===== src/rtl/imm_gen_stage_pkg.sv =====
// Shared types for the immediate-generation stage: format selects, the
// not-found immediate, and the buffered entry layout sized for the widest build.
package imm_pkg;

  localparam int XLEN_MAX  = 64;
  localparam int TAG_W_MAX = 64;

  typedef enum logic [2:0] {
    IMM_I   = 3'b000,
    IMM_S   = 3'b001,
    IMM_B   = 3'b010,
    IMM_U   = 3'b011,
    IMM_J   = 3'b100,
    IMM_Z   = 3'b101,
    IMM_SH  = 3'b110,
    IMM_RSV = 3'b111
  } imm_sel_e;

  localparam logic [XLEN_MAX-1:0] IMM_NF = '0;

  // Narrower builds simply leave the upper imm/tag bits at zero.
  typedef struct packed {
    logic [XLEN_MAX-1:0]  imm;
    logic [TAG_W_MAX-1:0] tag;
    logic                 illegal;
  } imm_entry_t;

endpackage


===== src/rtl/imm_gen_stage_extract.sv =====
// Combinational immediate extraction and XLEN extension for one instruction.
// Zero latency; no flow control of its own.
module imm_extract
  import imm_pkg::*;
#(
  parameter int XLEN = 32
) (
  input  logic [31:0]     instr,
  input  logic [2:0]      sel,
  output logic [XLEN-1:0] imm,
  output logic            illegal
);

  imm_sel_e    sel_e;
  logic [31:0] imm32;
  logic        sext;
  logic [5:0]  shamt;
  logic        unused_opcode;

  assign sel_e         = imm_sel_e'(sel);
  assign unused_opcode = ^instr[6:0];
  // RV64 shifts take a 6-bit amount; RV32 only ever sees bit 25 as zero.
  assign shamt         = (XLEN == 64) ? instr[25:20] : {1'b0, instr[24:20]};

  always_comb begin
    imm32   = '0;
    sext    = 1'b1;
    illegal = 1'b0;
    case (sel_e)
      IMM_I:  imm32 = {{20{instr[31]}}, instr[31:20]};
      IMM_S:  imm32 = {{20{instr[31]}}, instr[31:25], instr[11:7]};
      IMM_B:  imm32 = {{19{instr[31]}}, instr[31], instr[7], instr[30:25], instr[11:8], 1'b0};
      IMM_U:  imm32 = {instr[31:12], 12'b0};
      IMM_J:  imm32 = {{11{instr[31]}}, instr[31], instr[19:12], instr[20], instr[30:21], 1'b0};
      IMM_Z: begin
        imm32 = {27'b0, instr[19:15]};
        sext  = 1'b0;
      end
      IMM_SH: begin
        imm32 = {26'b0, shamt};
        sext  = 1'b0;
      end
      default: begin
        imm32   = IMM_NF[31:0];
        sext    = 1'b0;
        illegal = 1'b1;
      end
    endcase
  end

  assign imm = sext ? XLEN'($signed(imm32)) : XLEN'(imm32);

endmodule


===== src/rtl/imm_gen_stage.sv =====
// Registered immediate stage with main+skid buffer; results one cycle after accept.
// in_ready = !skid_full, so upstream stalls only after two results back up.
module imm_gen_stage
  import imm_pkg::*;
#(
  parameter int XLEN      = 32,
  parameter int TAG_W     = 32,
  parameter int ERR_CNT_W = 8
) (
  input  logic                 clk,
  input  logic                 rst,
  input  logic                 flush,
  input  logic                 in_valid,
  output logic                 in_ready,
  input  logic [31:0]          in_instr,
  input  logic [2:0]           in_sel,
  input  logic [TAG_W-1:0]     in_tag,
  output logic                 out_valid,
  input  logic                 out_ready,
  output logic [XLEN-1:0]      out_imm,
  output logic [TAG_W-1:0]     out_tag,
  output logic                 out_illegal,
  output logic [ERR_CNT_W-1:0] err_cnt
);

  logic [XLEN-1:0] ext_imm;
  logic            ext_illegal;
  imm_entry_t      new_ent;
  imm_entry_t      main_q;
  imm_entry_t      skid_q;
  logic            main_vld;
  logic            skid_vld;
  logic            in_fire;
  logic            out_fire;
  logic            unused_main;

  imm_extract #(.XLEN(XLEN)) u_extract (
    .instr   (in_instr),
    .sel     (in_sel),
    .imm     (ext_imm),
    .illegal (ext_illegal)
  );

  assign in_ready = !skid_vld;
  // A flush outranks anything offered in the same cycle.
  assign in_fire  = in_valid && in_ready && !flush;
  assign out_fire = main_vld && out_ready;

  always_comb begin
    new_ent                  = '0;
    new_ent.imm[XLEN-1:0]    = ext_imm;
    new_ent.tag[TAG_W-1:0]   = in_tag;
    new_ent.illegal          = ext_illegal;
  end

  always_ff @(posedge clk or posedge rst) begin
    if (rst) begin
      main_vld <= 1'b0;
      skid_vld <= 1'b0;
      main_q   <= '0;
      skid_q   <= '0;
    end else if (flush) begin
      main_vld <= 1'b0;
      skid_vld <= 1'b0;
    end else if (!main_vld || out_fire) begin
      if (skid_vld) begin
        main_q   <= skid_q;
        main_vld <= 1'b1;
        skid_vld <= 1'b0;
      end else if (in_fire) begin
        main_q   <= new_ent;
        main_vld <= 1'b1;
      end else begin
        main_vld <= 1'b0;
      end
    end else if (in_fire) begin
      skid_q   <= new_ent;
      skid_vld <= 1'b1;
    end
  end

  always_ff @(posedge clk or posedge rst) begin
    if (rst) begin
      err_cnt <= '0;
    end else if (in_fire && ext_illegal && (err_cnt != {ERR_CNT_W{1'b1}})) begin
      err_cnt <= err_cnt + ERR_CNT_W'(1);
    end
  end

  assign out_valid   = main_vld;
  assign out_imm     = main_q.imm[XLEN-1:0];
  assign out_tag     = main_q.tag[TAG_W-1:0];
  assign out_illegal = main_q.illegal;
  assign unused_main = ^main_q;

endmodule


===== config.mk =====
export PLATFORM = sky130hd
export DESIGN_NAME = imm_gen_stage
export DESIGN_NICKNAME = d
export VERILOG_FILES = /design/src/rtl/imm_gen_stage_pkg.sv /design/src/rtl/imm_gen_stage_extract.sv /design/src/rtl/imm_gen_stage.sv
export SDC_FILE = /design/constraint.sdc
export NUM_CORES = 1
export LEC_CHECK = 0
export BUFFER_PORTS_ARGS = -buffer_cell sky130_fd_sc_hd__buf_2
export CAP_MARGIN = 20
export CORE_ASPECT_RATIO = 2
export CORE_MARGIN = 1
export CORE_UTILIZATION = 58
export DETAILED_ROUTE_END_ITERATION = 8
export GPL_TIMING_DRIVEN = 0
export PLACE_DENSITY = 0.85
export SLEW_MARGIN = 5
export SYNTH_ARGS = -nofsm -noshare
export SYNTH_HDL_FRONTEND = slang
export SYNTH_HIERARCHICAL = 1
export SYNTH_SLANG_ARGS = --single-unit

===== constraint.sdc =====
create_clock -name clk -period 6.5 [get_ports clk]
set_clock_uncertainty 0.05 [all_clocks]
set_input_delay 0.325 -clock clk [delete_from_list [all_inputs] [get_ports clk]]
set_output_delay 0.325 -clock clk [all_outputs]
set_load 0.02 [all_outputs]

==> out/metrics.cfg, run 1 <==
[status]
outcome = finished, final reports clean

[routing]
via_per_inst = 5.62
drc = 0
wire_per_inst_um = 17.7
dr.pass1.iters = 5
routed_wl_um = 15300
ant_nets = 0
dr.first_iter.drc_count = 197
vias = 4871

[clock_network]
cts_setup_buffers = 0
cts_root_buffer = clkbuf_16
hold_buffers = 0
cts_sinks = 140
cts_inserted_buffers = 17
cts_tree = yes
ctsLongestPathBuffers = 2
clk_pin_slew_ns = 0.06
worstSkewPairLatency_ns = 0.41
htreeDepth = 4
cts_resized = 0

[pwr]
p_leak_nw = 3.72
finalPower_w = 0.00261
ir_drop_uv = 258
power_density_nw_per_um2 = 327

[worst_setup_path]
crit_chain = buf_2 -> buf_4 -> buf_2 -> inv_1 -> buf_2
r2r_cells = 5
required_ns = 6.12
cpPeakStageDelay_ns = 0.33
crit_start = skid_vld
crit_type = flop to output pin
critPathMaxFanout = 10
reg2reg_to = skid_q[32]
reg2reg_from = skid_vld
cp_slowest_cell = buf_2
regToRegSetupSlack_ns = 4.69
worstSetupStartpointType = flop
crit_path_frequent_cell = buf_2
crit_arrival_ns = 1.66
crit_path_end_kind = output pin

[timing]
maxSlewViolCount = 0
final.period_utilization = 0.313
whs_ns = 0.0321
setup_viol = 0
period_minus_slack_ns = 2.04
hold_viol_final = 0
grt_setup_unrepaired = false
max_slew.worst_pin.slew_ns = 0.801
max_freq_mhz = 491
fin_setup_tns_ns = 0
slew_headroom = 0.466

[worst_hold_path]
hp-class = primary input to asynchronous set/reset pin

[final_layout]
final_net_count = 786
seqCellArea_um2 = 3500
drive_gt1_frac = 0.307
area_delta_synth_final_pct = 23.1
multiInputGateArea_um2 = 2720
fill_cells = 778

[die]
ios = 147
core-area_um2 = 10900
die_area_um2 = 11600
initial_core_util = 0.596
row_count = 54
die_h_um = 151
die_x_um = 76.7

[place]
post-dp-hpwl_um = 11400
io_buffers = 139
place.gp.congestion = 0.903

[global_route]
grt_overflow = 0
track_usage = 0.280
antenna_found_initial = 1
grt_pass1_wl_um = 24900
grt_max_degree = 90
grt_pass1_vias = 5064

[synthesis]
ys_warn_count = 6
ys_seq_elements = 140
syn_nets = 627
syn_inst = 554
synth-edff-count = 0
syn_avg_cell_area_um2 = 11.7
synth_seq_area_share = 0.541
ys_async_sr_fraction = 1.00
netlist_area_um2 = 6480
synth_cell_types = 40
synth_flop_cell = dfrtp_1

[run]
cap_violations = 0

## where the power goes
part,switching (W),internal (W),leakage [nW],total [W]
Sequential,0.0000980,0.00105,1.68,0.00115
Clock,0.000387,0.000574,0.284,0.000961
Combinational,0.000293,0.000207,1.75,0.000500
Total,0.000778,0.00183,3.72,0.00261
## flip-flops by register name (all words and copies together), names as in the netlist
name and flops:
err_cnt 8, skid_vld 1, out_tag 32, skid_q 65, out_illegal 1, out_imm 32
out_valid 1
## final cells by class
class                           count  area share
Multi-Input combinational cell    370       0.341
Sequential cell                   140       0.439
Clock inverter                     14      0.0202
Antenna cell                        1    0.000314
Tap cell                          140      0.0220
Inverter                            6     0.00345
Buffer                             38      0.0295
Timing Repair Buffer              140      0.0907
Clock buffer                       18      0.0538
## layer usage
metal | wire length (um) | vias up | track usage
met4 | 648 | 0 | 0.172
met1 | 5520 | 2386 | 0.293
li1 | - | 2268 | -
met3 | 612 | 43 | 0.0479
met2 | 8530 | 174 | 0.517
met5 | 0 | - | 0
## logic make-up (layout without fill, tap and decap cells)
kind of cell / after synthesis / after routing / share of synthesized area
fa+ha+maj: 2 / 2 / 0.00367
flops: 140 / 140 / 0.541
buf+inv: 44 / 216 / 0.0398
mux: 134 / 134 / 0.221
other cells: 0 / 1 / 0
simple gates: 111 / 111 / 0.0851
compound gates: 119 / 119 / 0.105
xor+xnor: 4 / 4 / 0.00540
## per-stage QoR
step                      cell area (um^2)  setup WS [ns]  instances  utilization
final                                 7980           4.46        867        0.733
after global routing                  7980           4.38        867        0.733
after CTS                             7980           4.45        866        0.733
after detailed placement              7380           4.22        834        0.679
after global placement                7350           1.16        833        0.676
after floorplan                       6480           2.37        554            -
## cells in the mapped netlist (all sizes together), types with 2 or more instances
cell type  number  area [um^2]
clkbuf          5         18.8
nand3           2         10.0
a21o           12         90.1
dfrtp         140         3500
nand2b          3         26.3
o21ai           6         30.0
and2b           4         30.0
buf            33          216
nand2           6         22.5
a221o           4         40.0
a21oi          83          415
xnor2           4         35.0
nor3            4         30.0
and2            2         12.5
nor2b           9         63.8
inv             6         22.5
o22ai           7         43.8
nor2           68          255
a22o            5         43.8
mux2i          66          661
mux2           68          769
and3            7         43.8
## worst max path at each step
stage / slack, ns / endpoint
finish: 4.46 / in_ready
global route: 4.38 / in_ready
CTS: 4.45 / in_ready
detailed placement: 4.22 / err_cnt[5]
global placement: 1.16 / out_tag[31]
floorplan: 2.37 / err_cnt[0]
## cell usage in the layout (no fill, tap or decap), types with 6 or more instances in the layout
cell	netlist	final
nand2_1	6	6
o22ai_1	7	7
mux2_2	10	10
clkbuf_1	5	6
a21o_1	12	12
mux2i_1	66	66
nor2b_1	8	8
and3_1	7	7
mux2_1	57	57
buf_2	23	162
buf_6	7	7
a21oi_1	83	83
nor2_1	68	68
clkbuf_16	0	17
dfrtp_1	140	140
## critical path, delay by kind of cell (launching register included)
kind     cells  cell delay [ns]
buf+inv      5             0.92
flops        1             0.32
(Power assumes the default switching activity.)
==> inputs of run 2 (changes only) <==
- CORE_UTILIZATION: 58 -> 54
- PLACE_DENSITY: 0.85 -> 0.8
- clock period: 6.5 -> 2.1 ns (I/O delays scaled with it)
==> run 2 against run 1 <==
  * Via count rose by 6.1%
  * Power increased to 3.1 times the previous value
  * Sequential power rose to 3.1 times the previous value
  * Wire length rose by 11%
  * Worst setup slack lost 4.2 ns
  * Utilization is 2.0 points lower
  * Design area rose by 4.7%
  * Register-to-register slack got worse by 4.5 ns
  * Die area increased by 7.3%
  * Critical endpoint is now out_imm[30]
==> out/metrics.cfg, run 2 (same netlist as run 1, synthesis figures left out) <==
[routing]
ant_nets = 0  ; unchanged
wire_per_inst_um = 18.7  ; +5.8%
dr.pass1.iters = 5  ; unchanged
vias = 5168  ; +6.1%
routed_wl_um = 17000  ; +11%
drc = 0  ; unchanged
dr.first_iter.drc_count = 263  ; +34%
via_per_inst = 5.69  ; +1.3%

[place]
pre_cts_ws_ns = -0.0327  ; -4.26 ns
io_buffers = 139  ; unchanged
place.gp.congestion = 0.841  ; -6.9%
place_area_um2 = 7420  ; +0.51%
place_inst = 841  ; +0.84%
post-dp-hpwl_um = 12000  ; +4.7%

[clock_network]
cts_tree = yes
cts_sinks = 140  ; unchanged
htreeDepth = 4  ; unchanged
worstSkewPairLatency_ns = 0.41  ; about the same
cts_setup_buffers = 0  ; unchanged
cts_inserted_buffers = 17  ; unchanged
ctsLongestPathBuffers = 2  ; unchanged
cts_root_buffer = clkbuf_16
clk_pin_slew_ns = 0.06  ; about the same

[worst_setup_path]
worstSetupStartpointType = flop
crit_type = flop to flop
reg2reg_to = out_imm[30]
crit_path_frequent_cell = buf_2
crit_path_end_kind = flop
regToRegSetupSlack_ns = 0.24  ; -4.45 ns
crit_arrival_ns = 2.12  ; +0.46 ns
r2r_cells = 6  ; +1
cpPeakStageDelay_ns = 0.42  ; +0.09 ns
reg2reg_from = out_valid
required_ns = 2.36  ; -3.76 ns
crit_chain = nor2b_1 -> nor3_2 -> buf_2 -> buf_2 -> nor2_1 -> a21oi_1
cp_slowest_cell = dfrtp_1
critPathMaxFanout = 10  ; unchanged

[worst_hold_path]
holdCritStartpoint = in_valid
hp-class = primary input to flop
whs_path_depth = 3
holdPathEnd = skid_vld

[global_route]
grt_pass1_wl_um = 26500  ; +6.5%
antenna_found_initial = 1  ; unchanged
grt_pass1_vias = 5390  ; +6.4%
grt_overflow = 0  ; unchanged
grt_max_degree = 42  ; -53%
track_usage = 0.283  ; +0.00318

[final_layout]
largest_register = skid_q
drive_gt1_frac = 0.293  ; -0.0145
final_cell_mix = 162 x buf_2, 140 x dfrtp_1, 83 x a21oi_1
final_net_count = 824  ; +4.8%
fin_util = 0.714  ; -0.0198
largest_register_ffs = 65  ; unchanged
design_area_um2 = 8350  ; +4.7%
fin_cells = 908  ; +4.7%
layout_commonest_cell = buf_2
area_delta_synth_final_pct = 28.8

[timing]
maxSlewViolCount = 0  ; unchanged
grt_setup_unrepaired = false
max_slew.worst_pin.slew_ns = 0.803  ; +0.00226 ns
period_minus_slack_ns = 1.86
layout_setup_ws_ns = 0.236  ; -4.23 ns
whs_ns = 0.0161  ; -0.0160 ns
slew_headroom = 0.464  ; -0.00263
hold_viol_final = 0  ; unchanged
setup_viol = 0  ; unchanged
final.period_utilization = 0.888
max_freq_mhz = 537

[die]
die_h_um = 157  ; +3.6%
die_area_um2 = 12500  ; +7.3%
core-area_um2 = 11700  ; +7.6%
row_count = 56  ; +3.7%
initial_core_util = 0.554  ; -0.0419
ios = 147  ; unchanged
die_x_um = 79.5  ; +3.5%

[run]
cap_violations = 0  ; unchanged

[status]
outcome = finished, final reports clean

[pwr]
power_density_nw_per_um2 = 970  ; +200%
ir_drop_uv = 691  ; +170%
p_leak_nw = 3.87  ; +4.1%

[run 2: per-stage QoR]
| stage | total power, W | TNS (ns) |
|---|---|---|
| finish | 0.00810 | 0 |
| global route | 0.00848 | 0 |
| CTS | 0.00810 | 0 |
| detailed placement | 0.00517 | -0.0327 |
| global placement | 0.00505 | -73.04 |
| floorplan | 0.00455 | 0 |
[run 2: final cells by class]
| type | count | area (um^2) |
|---|---|---|
| Antenna cell | 1 | 2.50 |
| Buffer | 38 | 235 |
| Clock buffer | 19 | 443 |
| Clock inverter | 11 | 121 |
| Fill cell | 822 | 3350 |
| Inverter | 6 | 26.3 |
| Multi-Input combinational cell | 370 | 2720 |
| Sequential cell | 140 | 3500 |
| Tap cell | 145 | 181 |
| Timing Repair Buffer | 178 | 1120 |
[run 2: how the worst max path moves through the flow]
| stage | startpoint | endpoint | depth (start not counted) |
|---|---|---|---|
| finish | out_valid | out_imm[30] | 6 |
| detailed placement | in_sel[2] | err_cnt[7] | 8 |
| global route | out_valid | out_imm[30] | 6 |
| floorplan | rst | err_cnt[0] | 1 |
| global placement | rst | skid_q[7] | 2 |
| CTS | skid_vld | in_ready | 5 |
[run 2: metal layers]
layer,vias to the layer above,GRT usage,wire (um)
met1,2571,0.296,6060
li1,2349,-,-
met4,0,0.171,699
met5,-,0,0
met2,196,0.514,9530
met3,52,0.0487,675
[run 2: worst max-delay path: cells and delay by family, from the launching register on]
kind,cells,cell delay [ns]
buffers and inverters,2,0.63
AND/OR/NAND/NOR,3,0.47
flip-flops,1,0.42
AO/OA/AOI/OAI,1,0.20
[run 2: power by group]
group	internal (W)	total (W)	switching (W)
clock	0.00176	0.00290	0.00113
sequential	0.00325	0.00356	0.000315
combinational	0.000691	0.00164	0.000945
[run 2: what timing repair did]
| action | in CTS | in global routing |
|---|---|---|
| gates resized for setup | 0 | 0 |
| hold buffers | 36 | 0 |
| endpoints found under the hold margin | 98 | 0 |
==> inputs of run 3 (changes only) <==
--- a/config.mk
+++ b/config.mk
@@ -13,4 +13,5 @@
 export DETAILED_ROUTE_END_ITERATION = 8
 export GPL_TIMING_DRIVEN = 0
+export MAX_ROUTING_LAYER = met4
 export PLACE_DENSITY = 0.8
 export SLEW_MARGIN = 5
--- a/constraint.sdc
+++ b/constraint.sdc
@@ -3,3 +3,3 @@
 set_input_delay 0.105 -clock clk [delete_from_list [all_inputs] [get_ports clk]]
 set_output_delay 0.105 -clock clk [all_outputs]
-set_load 0.02 [all_outputs]
+set_load 0.05 [all_outputs]
==> run 3 against run 2 <==
  * Register-to-register slack about the same
  * Global-route usage increased by 0.83 points
  * Highest routed layer unchanged
  * First-iteration DRC count increased by 13%
  * Final cell count unchanged
  * Fmax decreased by 1.2%
  * Clock power about the same
  * Critical path depth decreased by 1
  * Design area unchanged
==> out/metrics.cfg, run 3 (same netlist as run 1, synthesis figures left out) <==
[routing]
dr.pass1.iters = 4  ; -1
ant_nets = 0  ; unchanged
via_per_inst = 5.66  ; -0.48%
wire_per_inst_um = 18.8  ; +0.45%
dr.first_iter.drc_count = 296  ; +13%
drc = 0  ; unchanged
routed_wl_um = 17000  ; +0.45%
vias = 5143  ; -0.48%

[timing]
max_slew.worst_pin.slew_ns = 0.819  ; +0.0158 ns
fin_setup_tns_ns = 0  ; unchanged
layout_setup_ws_ns = 0.214  ; -0.0219 ns
max_freq_mhz = 530  ; -1.2%
maxSlewViolCount = 0  ; unchanged
hold_viol_final = 0  ; unchanged
slew_headroom = 0.453  ; -0.0105
final.period_utilization = 0.898  ; +0.0104
period_minus_slack_ns = 1.89  ; +0.0219 ns
setup_viol = 0  ; unchanged
grt_setup_unrepaired = false
whs_ns = 0.0162  ; +0.0000508 ns

[run]
cap_violations = 0  ; unchanged

[die]
die_area_um2 = 12500  ; unchanged
core-area_um2 = 11700  ; unchanged
die_h_um = 157  ; unchanged
ios = 147  ; unchanged
die_x_um = 79.5  ; unchanged
row_count = 56  ; unchanged
initial_core_util = 0.554  ; unchanged

[final_layout]
fill_cells = 822  ; unchanged
layout_commonest_cell = buf_2
final_cell_mix = 162 x buf_2, 140 x dfrtp_1, 83 x a21oi_1
area_delta_synth_final_pct = 28.8  ; unchanged
final_net_count = 824  ; unchanged
largest_register = skid_q
drive_gt1_frac = 0.293  ; unchanged
largest_register_ffs = 65  ; unchanged

[clock_network]
cts_inserted_buffers = 17  ; unchanged
cts_root_buffer = clkbuf_16
cts_sinks = 140  ; unchanged
htreeDepth = 4  ; unchanged
ctsLongestPathBuffers = 2  ; unchanged
cts_tree = yes
clk_pin_slew_ns = 0.05  ; about the same
hold_buffers = 36  ; unchanged
cts_resized = 0  ; unchanged
worstSkewPairLatency_ns = 0.41  ; about the same
cts_setup_buffers = 0  ; unchanged

[global_route]
grt_overflow = 0  ; unchanged
grt_pass1_wl_um = 26500  ; +0.11%
grt_pass1_vias = 5381  ; -0.17%
grt_max_degree = 42  ; unchanged
antenna_found_initial = 1  ; unchanged
track_usage = 0.292  ; +0.00835

[worst_setup_path]
crit_arrival_ns = 1.73  ; -0.39 ns
crit_path_end_kind = output pin
required_ns = 1.95  ; -0.41 ns
critPathMaxFanout = 10  ; unchanged
crit_type = flop to output pin
worstSetupStartpointType = flop

[pwr]
ir_drop_uv = 696  ; +0.74%
finalPower_w = 0.00866  ; +7.0%
power_density_nw_per_um2 = 1040  ; +7.0%
p_leak_nw = 3.87  ; unchanged

[place]
io_buffers = 139  ; unchanged
pre_cts_ws_ns = -0.0327  ; unchanged
post-dp-hpwl_um = 12000  ; unchanged
place.gp.congestion = 0.854  ; +1.6%

[status]
outcome = finished, final reports clean

[worst_hold_path]
hp-class = primary input to flop

==> run 3: per-layer routing <==
layer  wire, um  global-route usage  part of all wire
met1       6210               0.298              0.36
met2       9480               0.513              0.56
met3        628              0.0464             0.037
met4        720               0.173             0.042
met5          0                   -                 0
==> run 3: final timing paths <==
| kind | startpoint | endpoint | slack [ns] | cells after the start |
|---|---|---|---|---|
| min in group asynchronous | rst | err_cnt[0] | 0.36 | 3 |
| max | skid_vld | in_ready | 0.21 | 5 |
| max in group asynchronous | rst | out_tag[3] | 0.74 | 5 |
| max reg2reg | out_valid | out_imm[30] | 0.23 | 6 |
| min reg2reg | skid_q[4] | skid_q[4] | 0.43 | 1 |
| min | in_valid | skid_vld | 0.02 | 3 |
==> run 3: cell type report <==
| type | count | area, um^2 | area share |
|---|---|---|---|
| timing repair buffer | 178 | 1120 | 0.134 |
| buffer | 38 | 235 | 0.0282 |
| multi-input combinational | 370 | 2720 | 0.326 |
| sequential | 140 | 3500 | 0.420 |
| inverter | 6 | 26.3 | 0.00315 |
| clock buffer | 19 | 443 | 0.0530 |
| antenna | 1 | 2.50 | 0.000300 |
| tap | 145 | 181 | 0.0217 |
| clock inverter | 11 | 121 | 0.0145 |
==> run 3: stage by stage <==
step	util	instances	cell area (um^2)
after global placement	0.629	838	7360
after CTS	0.713	907	8350
final	0.714	908	8350
after detailed placement	0.634	841	7420
after floorplan	-	554	6480
after global routing	0.714	908	8350
==> run 3: report_power, final <==
part           total, W  internal [W]  switching [W]
sequential      0.00356       0.00325       0.000314
clock           0.00290       0.00176        0.00113
combinational   0.00221      0.000692        0.00151
==> run 3: critical path, cell delays in order (launching register included) <==
cell	delay, ns
dfrtp_1	0.32
buf_2	0.16
buf_4	0.23
buf_2	0.34
inv_1	0.06
buf_2	0.21
